`config.mk`:
```
export PLATFORM = sky130hd
export DESIGN_NAME = param_force_distributor
export DESIGN_NICKNAME = d
export VERILOG_FILES = /design/src/rtl/md_pkg.sv /design/src/rtl/force_wb_fifo.sv /design/src/rtl/param_force_distributor.sv
export SDC_FILE = /design/constraint.sdc
export NUM_CORES = 2
export LEC_CHECK = 0
export CAP_MARGIN = 20
export CORE_AREA = 2 2 356 358
export DETAILED_ROUTE_END_ITERATION = 16
export DIE_AREA = 0 0 358 360
export GPL_ROUTABILITY_DRIVEN = 0
export GPL_TIMING_DRIVEN = 0
export PLACE_DENSITY = 0.71
export SYNTH_ARGS = -nofsm -noshare
export SYNTH_HDL_FRONTEND = slang
export SYNTH_HIERARCHICAL = 1
export SYNTH_SLANG_ARGS = --single-unit
```
`constraint.sdc`:
```
create_clock -name clk -period 13 [get_ports clk]
set_clock_uncertainty 0.05 [all_clocks]
set_input_delay 1.95 -clock clk [delete_from_list [all_inputs] [get_ports clk]]
set_output_delay 1.95 -clock clk [all_outputs]
set_load 0.1 [all_outputs]
```
`src/rtl/md_pkg.sv`:
```
// Shared molecular-dynamics datapath types: force tuples, particle ids and
// the writeback record carried on the force bus.
package md_pkg;

  localparam int NUM_FILTER = 7;
  localparam int DATA_W     = 16;
  localparam int ID_W       = 16;

  typedef struct packed {
    logic signed [DATA_W-1:0] x;
    logic signed [DATA_W-1:0] y;
    logic signed [DATA_W-1:0] z;
  } data_tuple_t;

  typedef logic [ID_W-1:0] full_id_t;

  typedef struct packed {
    full_id_t    id;
    data_tuple_t force_val;
  } force_wb_t;

endpackage

```
`src/rtl/force_wb_fifo.sv`:
```
// Neighbour-force queue; a push on a full FIFO is accepted only when a pop
// frees the head slot in the same cycle.
module force_wb_fifo #(
  parameter int WIDTH = 64,
  parameter int DEPTH = 8
) (
  input  logic                     clk,
  input  logic                     rst,
  input  logic                     push,
  input  logic                     pop,
  input  logic [WIDTH-1:0]         din,
  output logic [WIDTH-1:0]         dout,
  output logic                     full,
  output logic                     empty,
  output logic [$clog2(DEPTH):0]   count
);

  localparam int PTR_W = $clog2(DEPTH);
  localparam int CNT_W = PTR_W + 1;

  logic [WIDTH-1:0] mem_q [DEPTH];
  logic [PTR_W-1:0] wr_ptr_q, rd_ptr_q;
  logic [CNT_W-1:0] cnt_q;
  logic             do_push, do_pop;

  assign full    = (cnt_q == CNT_W'(DEPTH));
  assign empty   = (cnt_q == '0);
  assign do_pop  = pop & ~empty;
  assign do_push = push & (~full | do_pop);
  assign dout    = mem_q[rd_ptr_q];
  assign count   = cnt_q;

  always_ff @(posedge clk) begin
    if (do_push) mem_q[wr_ptr_q] <= din;
  end

  always_ff @(posedge clk) begin
    if (rst) begin
      wr_ptr_q <= '0;
      rd_ptr_q <= '0;
      cnt_q    <= '0;
    end else begin
      if (do_push) wr_ptr_q <= wr_ptr_q + 1'b1;
      if (do_pop)  rd_ptr_q <= rd_ptr_q + 1'b1;
      case ({do_push, do_pop})
        2'b10:   cnt_q <= cnt_q + 1'b1;
        2'b01:   cnt_q <= cnt_q - 1'b1;
        default: cnt_q <= cnt_q;
      endcase
    end
  end

endmodule

```
`src/rtl/param_force_distributor.sv`:
```
// Merges neighbour forces and per-phase reference forces onto one writeback bus;
// reference slots are flushed in slot order once the neighbour path has gone quiet.
module param_force_distributor
  import md_pkg::*;
#(
  parameter int NF          = NUM_FILTER,
  parameter int NPH         = 2,
  parameter int FIFO_DEPTH  = 8,
  parameter int WAIT_CYCLES = 5
) (
  input  logic                                 clk,
  input  logic                                 rst,
  input  logic                                 start_wb,
  input  logic [((NPH > 1) ? $clog2(NPH) : 1)-1:0] phase,
  input  data_tuple_t                          ref_force [NF],
  input  full_id_t                             ref_id [NF],
  input  logic [NF-1:0]                        ref_force_valid,
  input  data_tuple_t                          force_in,
  input  full_id_t                             nb_id,
  input  logic                                 force_valid,
  input  logic                                 ready,
  output force_wb_t                            wb_out,
  output logic                                 wb_valid,
  output logic                                 all_ref_wb_issued,
  output logic                                 nb_full,
  output logic [1:0]                           err
);

  localparam int NS     = NF * NPH;
  localparam int SLOT_W = (NS > 1) ? $clog2(NS) : 1;
  localparam int WCNT_W = (WAIT_CYCLES > 0) ? $clog2(WAIT_CYCLES + 1) : 1;
  localparam int CNT_W  = $clog2(FIFO_DEPTH) + 1;

  typedef enum logic [1:0] {ACTIVE, WAIT, WB_REF} state_e;

  state_e             state_q, state_d;
  force_wb_t          slot_q [NS];
  force_wb_t          slot_d [NS];
  logic [NS-1:0]      slot_vld_q, slot_vld_d;
  logic [SLOT_W-1:0]  ptr_q, ptr_d;
  logic [SLOT_W-1:0]  out_slot_q, out_slot_d;
  logic               scan_done_q, scan_done_d;
  logic [WCNT_W-1:0]  quiet_q, quiet_d;
  force_wb_t          out_q, out_d;
  logic               out_vld_q, out_vld_d;
  logic               done_q, done_d;
  logic [1:0]         err_q, err_d;

  logic               fifo_push, fifo_pop, fifo_full, fifo_empty;
  force_wb_t          fifo_dout, nb_entry;
  logic [CNT_W-1:0]   fifo_count;
  logic               stage_free;

  assign nb_entry   = '{id: nb_id, force_val: force_in};
  assign stage_free = ~out_vld_q | ready;

  force_wb_fifo #(
    .WIDTH ($bits(force_wb_t)),
    .DEPTH (FIFO_DEPTH)
  ) u_fifo (
    .clk   (clk),
    .rst   (rst),
    .push  (fifo_push),
    .pop   (fifo_pop),
    .din   (nb_entry),
    .dout  (fifo_dout),
    .full  (fifo_full),
    .empty (fifo_empty),
    .count (fifo_count)
  );

  always_comb begin
    state_d     = state_q;
    slot_d      = slot_q;
    slot_vld_d  = slot_vld_q;
    ptr_d       = ptr_q;
    out_slot_d  = out_slot_q;
    scan_done_d = scan_done_q;
    quiet_d     = quiet_q;
    out_d       = out_q;
    out_vld_d   = out_vld_q;
    done_d      = 1'b0;
    err_d       = err_q;
    fifo_push   = 1'b0;
    fifo_pop    = 1'b0;

    if (state_q != WB_REF) begin
      for (int p = 0; p < NPH; p++) begin
        for (int i = 0; i < NF; i++) begin
          if (int'(phase) == p && ref_force_valid[i]) begin
            slot_d[p*NF + i]     = '{id: ref_id[i], force_val: ref_force[i]};
            slot_vld_d[p*NF + i] = 1'b1;
          end
        end
      end
      if (int'(phase) >= NPH && |ref_force_valid) err_d[1] = 1'b1;

      // Neighbour path: the FIFO head has priority; bypass only when the queue is empty.
      if (stage_free) begin
        if (!fifo_empty) begin
          out_d     = fifo_dout;
          out_vld_d = 1'b1;
          fifo_pop  = 1'b1;
          fifo_push = force_valid;
        end else if (force_valid) begin
          out_d     = nb_entry;
          out_vld_d = 1'b1;
        end else begin
          out_vld_d = 1'b0;
        end
      end else begin
        fifo_push = force_valid;
      end
    end else begin
      fifo_push = force_valid;
      if (|ref_force_valid) err_d[1] = 1'b1;
      if (out_vld_q && ready) slot_vld_d[out_slot_q] = 1'b0;

      // Scan advances only while the bus can take a new word; empty slots cost one cycle.
      if (stage_free) begin
        out_vld_d = 1'b0;
        if (!scan_done_q) begin
          if (slot_vld_q[ptr_q]) begin
            out_d      = slot_q[ptr_q];
            out_vld_d  = 1'b1;
            out_slot_d = ptr_q;
          end
          if (ptr_q == SLOT_W'(NS - 1)) scan_done_d = 1'b1;
          else                          ptr_d       = ptr_q + 1'b1;
        end
        if (scan_done_d && !out_vld_d) begin
          done_d      = 1'b1;
          state_d     = ACTIVE;
          ptr_d       = '0;
          scan_done_d = 1'b0;
        end
      end
    end

    if (fifo_push && fifo_full && !fifo_pop) err_d[0] = 1'b1;

    case (state_q)
      ACTIVE: begin
        if (start_wb) begin
          state_d = WAIT;
          quiet_d = '0;
        end
      end
      WAIT: begin
        if (force_valid) begin
          quiet_d = '0;
        end else if (quiet_q == WCNT_W'(WAIT_CYCLES) && fifo_empty && !out_vld_q) begin
          state_d     = WB_REF;
          ptr_d       = '0;
          scan_done_d = 1'b0;
        end else if (quiet_q != WCNT_W'(WAIT_CYCLES)) begin
          quiet_d = quiet_q + 1'b1;
        end
      end
      default: ;
    endcase
  end

  always_ff @(posedge clk) begin
    if (rst) begin
      state_q     <= ACTIVE;
      slot_q      <= '{default: '0};
      slot_vld_q  <= '0;
      ptr_q       <= '0;
      out_slot_q  <= '0;
      scan_done_q <= 1'b0;
      quiet_q     <= '0;
      out_q       <= '0;
      out_vld_q   <= 1'b0;
      done_q      <= 1'b0;
      err_q       <= '0;
    end else begin
      state_q     <= state_d;
      slot_q      <= slot_d;
      slot_vld_q  <= slot_vld_d;
      ptr_q       <= ptr_d;
      out_slot_q  <= out_slot_d;
      scan_done_q <= scan_done_d;
      quiet_q     <= quiet_d;
      out_q       <= out_d;
      out_vld_q   <= out_vld_d;
      done_q      <= done_d;
      err_q       <= err_d;
    end
  end

  assign wb_out            = out_q;
  assign wb_valid          = out_vld_q;
  assign all_ref_wb_issued = done_q;
  assign err               = err_q;
  assign nb_full           = (fifo_count == CNT_W'(FIFO_DEPTH));

endmodule

```
After elaboration in Yosys (flattened, before gate mapping)
Memories as Yosys holds them, arrays and structs flattened. A register that Yosys moved wholly into a read port is not among the register bits.
Index checks and enable logic that the tools add are counted.
{"block": "totals", "reg_bits": 1002, "ramBits": 512, "in_bits": 525, "output_inout_bits": 69, "elab_cells": 283, "n_memories": 1}
{"memory": "u_fifo.mem_q", "depth": 8, "word_bits": 64, "rd": 1, "rd_ports_with_merged_regs": 1, "write_ports": 1, "line": "force_wb_fifo.sv:21", "text": "logic [WIDTH-1:0] mem_q [DEPTH];"}
{"block": "op_classes", "add_sub_neg": 6, "magnitude_cmp": 4, "eq_ne": 27, "n_mux": 81, "n_bitwise": 14, "reduce_logical": 64}
{"cell": "2-to-1 mux 64 bit", "n": 9}
{"cell": "binary-select mux 64 bit (select 4 bit)", "n": 1}
{"cell": "AND reduction 2 bit", "n": 29}
{"cell": "2-to-1 mux 1 bit", "n": 44}
{"cell": "2-to-1 mux 4 bit", "n": 8}
{"cell": "inequality test 2 x 1 -> 1 bit, second input constant", "n": 15}
{"cell": "2-to-1 mux 14 bit", "n": 2}
{"cell": "logical AND 1 bit", "n": 21}
{"cell": "2-to-1 mux 3 bit", "n": 6}
{"cell": "bitwise AND 14 bit", "n": 1}
{"cell": "inverter 14 bit", "n": 1}
{"cell": "2-to-1 mux 2 bit", "n": 6}
{"cell": "inequality test 3 bit, second input constant", "n": 4}
{"cell": "AND reduction 4 bit", "n": 3}
{"cell": "less-than comparator 4 x 5 -> 1 bit, second input constant", "n": 2}
{"cell": "adder 3 x 1 -> 3 bit, second input constant", "n": 3}
{"cell": "adder 4 x 1 -> 4 bit, second input constant", "n": 2}
{"cell": "== test 4 bit, second input constant", "n": 2}
{"cell": "case mux 4 bit (2 select lines)", "n": 1}
{"cell": "nonzero test 2 bit", "n": 4}
{"cell": "inverter 1 bit", "n": 7}
{"cell": "OR reduction 7 bit", "n": 1}
{"cell": "case mux 3 bit (2 select lines)", "n": 1}
{"cell": "greater-or-equal comparator 5 bit, second input constant", "n": 1}
{"cell": "other kinds (16)", "n": 22}

Depth between registers and ports, before layout
{"block": "depth", "ltp_word": 14, "ltp_mapped": 15}

Modules after synthesis
The synthesis kept the hierarchy.
{"mod": "param_force_distributor", "n_inst": 1, "cells_per_inst": 5117, "area_per_inst_um2": 42318.1, "seq_area_each_um2": 19859.0}
{"mod": "force_wb_fifo", "n_inst": 1, "cells_per_inst": 822, "area_per_inst_um2": 19941.6, "seq_area_each_um2": 15635.0}

Worst setup path after synthesis
Ideal clock, no wire load.
{"block": "synth_path", "kind": "in2reg", "start": "in ready", "end": "mem u_fifo.mem_q[0][0] (enable)", "setup_ns": 0.644, "arrival_time_ns": 8.909, "required_ns": 12.306, "path_slack_ns": 3.397, "path_stages": 5, "path_buffers": 1, "path_cell_list": "nand2b_1 a31oi_1 clkbuf_1 o21ai_4 nor4_1"}
{"block": "synth_between", "elab_cells_between_ends": 10}
{"item": "from (decl)", "line": "param_force_distributor.sv:21", "text": "input logic ready,"}
{"item": "bitwise OR 1 bit", "line": "param_force_distributor.sv:55", "text": "assign stage_free = ~out_vld_q | ready;"}
{"item": "2-to-1 mux 1 bit", "line": "param_force_distributor.sv:99", "text": "if (stage_free) begin"}
{"item": "2-to-1 mux 1 bit", "line": "param_force_distributor.sv:87", "text": "if (state_q != WB_REF) begin"}
{"item": "via fifo_push", "line": "param_force_distributor.sv:49", "text": "logic fifo_push, fifo_pop, fifo_full, fifo_empty;"}
{"item": "bitwise AND 1 bit", "line": "force_wb_fifo.sv:29", "text": "assign do_push = push & (~full | do_pop);"}
{"item": "2-to-1 mux 1 bit", "line": "force_wb_fifo.sv:34", "text": "if (do_push) mem_q[wr_ptr_q] <= din;"}
{"item": "2-to-1 mux 1 bit (implied by the code)", "line": "force_wb_fifo.sv:34"}
{"item": "to (decl)", "line": "force_wb_fifo.sv:21"}
The timed path passes the listed nets, and every way through them passes these cells.

Worst setup path in the final report
{"block": "layout_path", "start": "in rst", "end": "reg slot_q[846] in the netlist's numbering"}
{"item": "from (decl)", "line": "param_force_distributor.sv:12", "text": "input logic rst,"}
{"item": "to (signal assigned)", "line": "param_force_distributor.sv:179", "text": "slot_q <= slot_d;"}
{"item": "to (decl)", "line": "param_force_distributor.sv:37", "text": "force_wb_t slot_q [NS];"}
No word-level cell between the ends.

==> implementation parameters <==
Parameter                              Value

Setup path
  Cells on worst reg2reg path ... 14
  Type of element capturing the critical path ... register
  Arrival time reported for the critical path endpoint ... ~6.0 ns
  Crit Path Category ... primary input to register
  Sort of element at the start of the critical path ... primary input
  Data required, critical path ... between 10 and 15 ns
  Critical path fanouts, max ... 10

Global routing
  Total global-route track usage ... a little over a third
  Global-route met1 utilization ... 45.1%
  GR met3 Demand/Resource ... approximately 11%
  Largest net degree at the start of global routing ... 27
  Number of global-route vias before repair ... between 40,000 and 50,000
  GRT busiest layer ... met2
  Initial antenna violation count ... 67
  Total global routing overflow ... 0
  Fraction of met2 tracks used by global routing ... 52.8%
  Global-route wire length before repair ... roughly 330,000 um

Timing
  Fin Setup TNS ... 0 ns
  Final worst path period need ... approximately 5.4 ns
  Post-layout worst setup margin ... 7.59 ns
  Final number of max-transition violations ... 0
  Worst slew slack as a fraction of its limit ... between 10% and 20%
  Unrepaired setup endpoints after global routing ... false
  Final setup violation count ... 0
  Total count of hold-check failures in the final report ... 0
  Portion of the clock cycle consumed by the worst path in the final layout ... 41.6%
  Actual transition at the worst max-transition pin ... between 1 and 1.5 ns
  Hold Slack ... about 0.40 ns
  Maximum clock frequency ... between 150 and 200 MHz

Pwr
  Power density over cell area ... about 140 nW/um^2
  Worst supply voltage drop on vdd ... between 0.0001 and 0.00015 V
  Leakage dissipation ... approximately 0.026 uW

Floorplan
  Count of boundary I/O pins ... between 500 and 600
  Die outline area ... between 100,000 and 150,000 sq um
  Cell Rows ... 130
  Floorplan die width ... 358 um
  Initial core utilization ... around 50%
  Die Y ... approximately 360 um
  Core region area ... between 100,000 and 150,000 sq um

Yosys
  Count of distinct cell types in the synthesized netlist ... 51
  Largest cells by area after synthesis ... dfxtp_1 (32%), edfxtp_1 (25%), nand2_1 (11%), mux4_2 (9.3%), a21oi_1 (7.4%)
  Avg Inst Size Synth ... about 10 sq um
  Synthesis Warnings ... 6
  Proportion of synthesized chip area in sequential cells ... 57.0%
  Number of flops mapped to enable cells by yosys ... 512
  Cell area after technology mapping ... 62,300 sq um
  Mapped Cells ... around 5,900
  Number of storage elements in the synthesis netlist ... ~1,500
  Number of nets in the synthesized netlist ... 6,473
  Synth Flop Type ... dfxtp_1
  Post-synth ARST share ... 0%
  Most frequent cells after synthesis ... nand2_1 (1,815), dfxtp_1 (1,005), a21oi_1 (924), edfxtp_1 (512), clkbuf_1 (321)
  Most numerous cell in the Yosys netlist ... nand2_1
  Synth top area share ... 32.3%
  Largest area contributor in the synthesized netlist ... dfxtp_1

Clock tree
  CTS buffer count ... between 150 and 200
  Insertion delay of the later-clocked pin in the worst-skew pair ... slightly below 0.8 ns
  CTS Hold Buffers Added ... 0
  Post-cts repair resize count ... 0
  Buffer levels on the longest clock path ... 3
  Level count of the clock H-tree ... 4
  Clk root buf ... clkbuf_16
  CTS tree ... yes
  Post-CTS setup buffers ... 0
  Clock net sink count ... 1,517
  Clk slew on worst S/H paths ... roughly 0.060 ns

Route
  Total via count in the routed design ... between 50,000 and 60,000
  Final wirelength ... roughly 230,000 um
  First drt pass iteration count ... 6
  DR vias/cell ... about 6.0
  Count of nets left with antenna violations after detail routing ... 0
  First DRT Iteration DRCs ... 6,626
  Per-cell routed wire length ... approximately 27 um
  Number of remaining DRC errors ... 0

Final layout
  Final #Nets ... roughly 7,300
  Share of the core filled with cells ... approximately three fifths
  Proportion of layout cells with a drive suffix above 1 ... a little over a tenth
  Post-synthesis to final-layout area growth ... 22.6%

Outcome
  Run status ... completed

Run
  Max-cap check violation count ... 0

Placement
  Final HPWL from detailed placement ... approximately 180,000 um
  Pre-CTS WS ... about 7 ns
  Count of input and output buffers ... 593

Hold path
  Class of the most critical hold timing path ... register to register
  Worst hold path cell count ... 2
per-stage QoR:
step | std cells | total power, uW | area (sq um)
2_1_floorplan | 5939 | 5690 | 62300
3_3_place_gp | 8182 | 6170 | 70300
3_5_place_dp | 8240 | 6200 | 71100
4_1_cts | 8514 | 10600 | 76200
5_1_grt | 8533 | 10900 | 76300
6_report | 8551 | 10700 | 76300
per-layer routing:
layer	share of wire, %	routed length [um]
met5	0.17	405
met4	7.2	16900
met3	13	29800
met2	44	102000
met1	36	84700
cell type report:
class / instances / area (sq um)
clock buffer: 210 / 4410
sequential: 1517 / 35500
timing repair buffer: 658 / 6780
inverter: 9 / 33.8
fill: 10177 / 48600
multi-input combinational: 3940 / 24800
clock inverter: 64 / 708
buffer: 473 / 1980
antenna: 30 / 75.1
tap: 1650 / 2060
worst paths after layout:
check / start / to / slack (ns)
worst min-delay path: slot_q[750]$_SDFFE_PP0P_ / slot_q[750]$_SDFFE_PP0P_ / 0.40
worst min register to register: slot_q[750]$_SDFFE_PP0P_ / slot_q[750]$_SDFFE_PP0P_ / 0.40
worst max register to register: u_fifo/count[0]$_SDFFE_PP0P_ / u_fifo/mem_q[0][22]$_DFFE_PP_ / 7.61
worst max-delay path: rst / slot_q[846]$_SDFFE_PP0P_ / 7.59
cell usage in the layout (no fill, tap or decap), types with 7 or more instances in the layout:
master / count
a2111oi_0: 64
a21oi_1: 924
and2_1: 9
and3_1: 8
buf_1: 87
buf_2: 43
buf_4: 13
buf_6: 47
buf_8: 18
bufinv_16: 13
clkbuf_1: 345
clkbuf_16: 156
clkbuf_8: 30
clkdlybuf4s50_1: 593
clkinv_1: 11
clkinv_2: 23
dfxtp_1: 1005
diode_2: 30
edfxtp_1: 512
ha_1: 8
inv_1: 9
mux2_1: 51
mux2_2: 82
mux2i_1: 266
mux4_2: 257
nand2_1: 1815
nand2b_1: 10
nand3_1: 7
nor2_1: 97
nor2b_1: 68
o21ai_0: 81
o22ai_1: 128
registers in the layout (all words and copies together) (netlist names), named ones only:
register	cells
slot_q	896
u_fifo/mem_q	512
wb_out	64
slot_vld_q	14
out_slot_q	4
ptr_q	4
u_fifo/count	4
quiet_q	3
u_fifo/rd_ptr_q	3
u_fifo/wr_ptr_q	3
err	2
all_ref_wb_issued	1
scan_done_q	1
state_q	1
wb_valid	1
cell families (layout without fill, tap and decap cells):
| family | after synthesis | in the layout | synth area share, % |
|---|---|---|---|
| multiplexers | 656 | 656 | 16.0 |
| XOR/XNOR | 7 | 7 | 0.0985 |
| AO/OA/AOI/OAI | 1216 | 1216 | 10.6 |
| adder cells (fa/ha/maj) | 9 | 9 | 0.193 |
| AND/OR/NAND/NOR | 2052 | 2052 | 12.9 |
| flip-flops | 1517 | 1517 | 57.0 |
| buffers and inverters | 482 | 1414 | 3.23 |
| other | 0 | 30 | 0 |
worst max-delay path, cell delays in order:
cell	delay, ns
clkdlybuf4s50_1	1.18
clkbuf_1	0.43
buf_8	0.26
clkbuf_1	0.33
clkbuf_1	0.92
clkbuf_1	0.75
a21oi_1	0.09
power breakdown:
group | total, uW | leakage, uW | switching [uW] | internal, uW
sequential | 5140 | 0.0128 | 91.8 | 5050
combinational | 997 | 0.0106 | 642 | 355
clock | 4520 | 0.00251 | 1890 | 2630
No activity file was read; power rests on OpenSTA's default activity.
